## config.mk

```make
export PLATFORM = sky130hd
export DESIGN_NAME = fir_input_loader
export DESIGN_NICKNAME = d
export VERILOG_FILES = /design/src/rtl/fir_pkg.sv /design/src/rtl/fir_input_loader.sv
export SDC_FILE = /design/constraint.sdc
export NUM_CORES = 1
export LEC_CHECK = 0
export BUFFER_PORTS_ARGS = -buffer_cell sky130_fd_sc_hd__clkbuf_2
export CORE_MARGIN = 2
export CORE_UTILIZATION = 40
export CTS_CLUSTER_SIZE = 24
export DETAILED_ROUTE_END_ITERATION = 12
export PLACE_DENSITY = 0.6
export SYNTH_ARGS = -nofsm -noshare
export SYNTH_HDL_FRONTEND = slang
export SYNTH_SLANG_ARGS = --single-unit
```

## constraint.sdc

```tcl
create_clock -name clk -period 2.3 [get_ports clk]
set_input_delay 0.23 -clock clk [delete_from_list [all_inputs] [get_ports clk]]
set_output_delay 0.23 -clock clk [all_outputs]
set_load 0.02 [all_outputs]
```

## src/rtl/fir_pkg.sv

```systemverilog
// Shared definitions for the FIR input loader: controller states and
// the sticky error codes reported to software.
package fir_pkg;

    typedef enum logic [2:0] {
        ST_IDLE   = 3'd0,
        ST_LOAD   = 3'd1,
        ST_FIRE   = 3'd2,
        ST_WAIT   = 3'd3,
        ST_FINISH = 3'd4
    } state_t;

    typedef enum logic [1:0] {
        ERR_NONE    = 2'd0,
        ERR_ZERO    = 2'd1,
        ERR_TIMEOUT = 2'd2,
        ERR_ABORT   = 2'd3
    } err_t;

    // Shared width of the fire-length / timeout cycle counter.
    localparam int CNT_W = 16;

endpackage

```

## src/rtl/fir_input_loader.sv

```systemverilog
// FIR input loader: streams sample_count beats into memory port A starting
// at base_addr (wrapping silently), pulses fir_start, then waits for
// fir_done with a bounded timeout. All outputs are registered.
module fir_input_loader
    import fir_pkg::*;
#(
    parameter int ADDR_W    = 10,
    parameter int DATA_W    = 8,
    parameter int START_LEN = 10,
    parameter int TIMEOUT   = 4096
) (
    input  logic              clk,
    input  logic              rst,
    input  logic              load_req,
    input  logic [ADDR_W-1:0] base_addr,
    input  logic [ADDR_W-1:0] sample_count,
    input  logic              abort,
    input  logic [DATA_W-1:0] s_data,
    input  logic              s_valid,
    output logic              s_ready,
    output logic              mem_we,
    output logic [ADDR_W-1:0] mem_addr,
    output logic [DATA_W-1:0] mem_wdata,
    output logic              fir_start,
    input  logic              fir_done,
    output logic              busy,
    output logic              complete,
    output logic [1:0]        error
);

    localparam logic [ADDR_W-1:0] ONE       = ADDR_W'(1);
    localparam logic [CNT_W-1:0]  FIRE_LAST = CNT_W'(START_LEN);
    localparam logic [CNT_W-1:0]  WAIT_LAST = CNT_W'(TIMEOUT - 1);

    state_t            state;
    err_t              err_q;
    logic [ADDR_W-1:0] base_q;
    logic [ADDR_W-1:0] count_q;
    logic [ADDR_W-1:0] index;
    logic [CNT_W-1:0]  cnt;
    logic              accept;
    logic              last_beat;

    // s_ready is only ever high in LOAD, so it alone qualifies a beat.
    assign accept    = s_ready && s_valid;
    assign last_beat = (index == count_q - ONE);
    assign error     = err_q;

    // Job controller: state, registered handshake/status outputs and the
    // one-cycle-delayed memory write of every accepted beat.
    always_ff @(posedge clk or posedge rst) begin
        if (rst) begin
            state     <= ST_IDLE;
            err_q     <= ERR_NONE;
            base_q    <= '0;
            count_q   <= '0;
            index     <= '0;
            cnt       <= '0;
            s_ready   <= 1'b0;
            mem_we    <= 1'b0;
            mem_addr  <= '0;
            mem_wdata <= '0;
            fir_start <= 1'b0;
            busy      <= 1'b0;
            complete  <= 1'b0;
        end else begin
            // A beat accepted in any cycle (including an abort cycle) is
            // written on the following cycle.
            mem_we   <= accept;
            complete <= 1'b0;
            if (accept) begin
                mem_addr  <= base_q + index;
                mem_wdata <= s_data;
            end

            case (state)
                ST_IDLE: begin
                    if (load_req) begin
                        base_q  <= base_addr;
                        count_q <= sample_count;
                        index   <= '0;
                        cnt     <= '0;
                        if (sample_count == '0) begin
                            err_q <= ERR_ZERO;
                        end else begin
                            err_q   <= ERR_NONE;
                            state   <= ST_LOAD;
                            s_ready <= 1'b1;
                            busy    <= 1'b1;
                        end
                    end
                end

                ST_LOAD: begin
                    if (abort) begin
                        state   <= ST_IDLE;
                        err_q   <= ERR_ABORT;
                        s_ready <= 1'b0;
                        busy    <= 1'b0;
                    end else if (accept) begin
                        index <= index + ONE;
                        if (last_beat) begin
                            state   <= ST_FIRE;
                            s_ready <= 1'b0;
                            cnt     <= '0;
                        end
                    end
                end

                // First FIRE cycle carries the last write; fir_start then
                // stays high while cnt runs 1..START_LEN.
                ST_FIRE: begin
                    if (abort) begin
                        state     <= ST_IDLE;
                        err_q     <= ERR_ABORT;
                        fir_start <= 1'b0;
                        busy      <= 1'b0;
                    end else if (cnt == FIRE_LAST) begin
                        fir_start <= 1'b0;
                        state     <= ST_WAIT;
                        cnt       <= '0;
                    end else begin
                        fir_start <= 1'b1;
                        cnt       <= cnt + 1'b1;
                    end
                end

                ST_WAIT: begin
                    if (abort) begin
                        state <= ST_IDLE;
                        err_q <= ERR_ABORT;
                        busy  <= 1'b0;
                    end else if (fir_done) begin
                        state    <= ST_FINISH;
                        complete <= 1'b1;
                    end else if (cnt == WAIT_LAST) begin
                        state <= ST_IDLE;
                        err_q <= ERR_TIMEOUT;
                        busy  <= 1'b0;
                    end else begin
                        cnt <= cnt + 1'b1;
                    end
                end

                ST_FINISH: begin
                    state <= ST_IDLE;
                    busy  <= 1'b0;
                end

                default: begin
                    state     <= ST_IDLE;
                    s_ready   <= 1'b0;
                    fir_start <= 1'b0;
                    busy      <= 1'b0;
                end
            endcase
        end
    end

endmodule

```

==> qor.csv <==
metric,value,unit
end_kind,register,
clk_path_buf_depth,2,
timing.final.ws_setup,-0.0323,ns
async_reset_ff_frac,1.00,
wl,10.7,mm
period_minus_slack,2.33,ns
cts_tree,yes,
setup_viol,1,
die_height,107,um
clockRootBuffer,clkbuf_8,
drive_above_1_share,0.289,
critical_path_class,reg2reg,
hp-class,in2reg,
finalHoldViolCount,0,
comb_power_share,0.443,
viasPerCell,5.44,
leakagePower,2.39,nW
hold_slack,0.0574,ns
clkPwrFrac,0.206,
powerDensity,1110,nW/um2
cts_num_sinks,74,
start_util,0.412,
num_antenna_cells,0,
grt_setup_unrepaired,true,
die_area,11500,um2
switching_share,0.404,
dp.cells,666,
routed-via-count,3713,
ys_ff_latch,74,
crit_fanout,4,
yosysSeqAreaShare,0.434,
crit_arrival,2.60,ns
yosys_most_used_dff,dfrtp_1,
place_area,4930,um2
final_util,0.509,
clk_latency,0.36,ns
grt_pass1_vias,3653,
synth_common_cells,"dfrtp_1, nand2_1, nor2_1, o21ai_0, a21oi_1",
rows,37,
relSlewSlack,0.576,
clk_pin_slew,0.08,ns
die_w,107,um
tns,-0.0323,ns
antenna_found_initial,0,
core_area,10400,um2
wl_per_cell,15.7,um
irDropWorstVdd,364,uV
cp.required,2.57,ns
violations,negative setup slack,
cts_made_buffers,9,
postCtsSetupBuffers,0,
track_usage,0.196,
skew,0.0129,ns
grt-ovfl-total,0,
yosysUniqueCellTypes,68,
synth_nets,504,
start_kind,register,
switchingPower,2.36,mW
synth_cells,456,
seqPwrFrac,0.351,
firstDrtPassIters,4,
dp_hpwl,7.79,mm
finalCritPeriodShare,1.01,
final_max_slew_viol_count,0,
grt_max_degree,34,
outcome,finished with violations,
fin_cells,683,
synth_area_leaders,"dfrtp_1, nand2_1, mux2_2",
ant_nets,0,
syn-cell-area,4270,um2
num-nets-final,590,
htree_levels,3,
synth_top_area_cell,dfrtp_1,
drv_cap,0,
yosysWarnings,0,
portBuffers,58,
synth_edf_count,0,
drc,0,
first_iter_violations,154,
ios,59,
p_int,3.48,mW
place_congestion,0.853,
final_cell_area,5280,um2
fmax,0.429,GHz
grt_pass1_wl,17.8,mm
syn_to_final_growth,23.6,%
worstMarginPinSlew,0.636,ns
synth_top_area_frac,0.434,
yosysMostFrequentCell,dfrtp_1,
avgSynthCellArea,9.37,um2
[power groups by stage]
| stage | combinational, mW | sequential (mW) | clock, mW |
|---|---|---|---|
| 2_1_floorplan | 1.50 | 2.22 | 0 |
| 3_3_place_gp | 2.44 | 2.05 | 0 |
| 3_5_place_dp | 2.50 | 2.07 | 0 |
| 4_1_cts | 2.51 | 2.05 | 1.24 |
| 5_1_grt | 2.87 | 2.11 | 1.28 |
| 6_report | 2.59 | 2.05 | 1.20 |
[timing repair]
item / 4_1_cts / 5_1_grt
cloned: 0 / 0
resized for setup: 0 / 18
pin swaps: 1 / 3
endpoints found under the hold margin: 27 / 0
endpoints found under the setup margin: 1 / 20
hold buffers: 1 / 0
[final cells by class]
class / instances / area (um2)
Fill cell: 1006 / 5090
Multi-Input combinational cell: 346 / 2360
Clock buffer: 11 / 151
Tap cell: 136 / 170
Clock inverter: 5 / 85.1
Timing Repair Buffer: 95 / 596
Sequential cell: 74 / 1850
Inverter: 16 / 60.1
[worst max-delay path, stage by stage, from the launching register on]
cell and delay, ns:
dfrtp_1 0.38, or4_4 0.54, or4b_4 0.55, o211ai_4 0.11, nand4_4 0.15, or3_4 0.35
o221ai_2 0.16
[worst paths after layout]
path / startpoint / endpoint / slack [ns] / depth (start not counted)
worst max-delay path: count_q[4] / state[1] / -0.03 / 6
worst min-delay path: s_data[0] / mem_wdata[0] / 0.06 / 3
worst max register to register: count_q[4] / state[1] / -0.03 / 6
worst min register to register: mem_wdata[7] / mem_wdata[7] / 0.48 / 2
max in group asynchronous: rst / complete / 1.15 / 4
min in group asynchronous: rst / mem_addr[6] / 0.49 / 3
[cells in the final DEF, fill, tap and decap left out, drive strengths merged, types with 4 or more instances in the layout]
master  count
nor3b       4
o21a        5
and3        8
dfrtp      74
nor3        8
inv        17
nand3      18
a31oi       7
a21oi      27
xnor2       8
a211oi      4
clkbuf     69
ha         13
a41oi      11
mux2       18
buf        36
o211ai      5
nand4       9
xor2       13
o21ai      30
nand2      63
nor4        7
and2        4
nor2       30
[cells by family (layout without fill, tap and decap cells)]
| group | count (synthesis) | in the layout | synth area share |
|---|---|---|---|
| compound gates | 116 | 116 | 0.180 |
| xor+xnor | 21 | 21 | 0.0431 |
| fa+ha+maj | 14 | 14 | 0.0428 |
| buf+inv | 36 | 127 | 0.0392 |
| flops | 74 | 74 | 0.434 |
| mux | 19 | 19 | 0.0498 |
| simple gates | 176 | 176 | 0.212 |
[stage by stage]
stage | power (mW) | worst slack (ns)
detailed placement | 4.57 | -0.0230
global route | 6.27 | -0.0786
CTS | 5.80 | -0.0206
finish | 5.84 | -0.0323
global placement | 4.50 | 0.0269
floorplan | 3.72 | 0.0469
[state kept, by name, indices dropped and copies added (netlist names), 2 cells and up]
| name | count |
|---|---|
| state | 3 |
| cnt | 16 |
| count_q | 10 |
| index | 10 |
| base_q | 10 |
| mem_addr | 10 |
| error | 2 |
| mem_wdata | 8 |
[metal layers]
metal / GRT usage / routed length [um] / vias up
met5: 0 / 0 / -
met4: 0.0751 / 99 / 0
met3: 0.0303 / 289 / 7
met2: 0.322 / 5250 / 55
met1: 0.262 / 5100 / 1811
li1: - / - / 1840
Power figures use the tool's default switching activity.
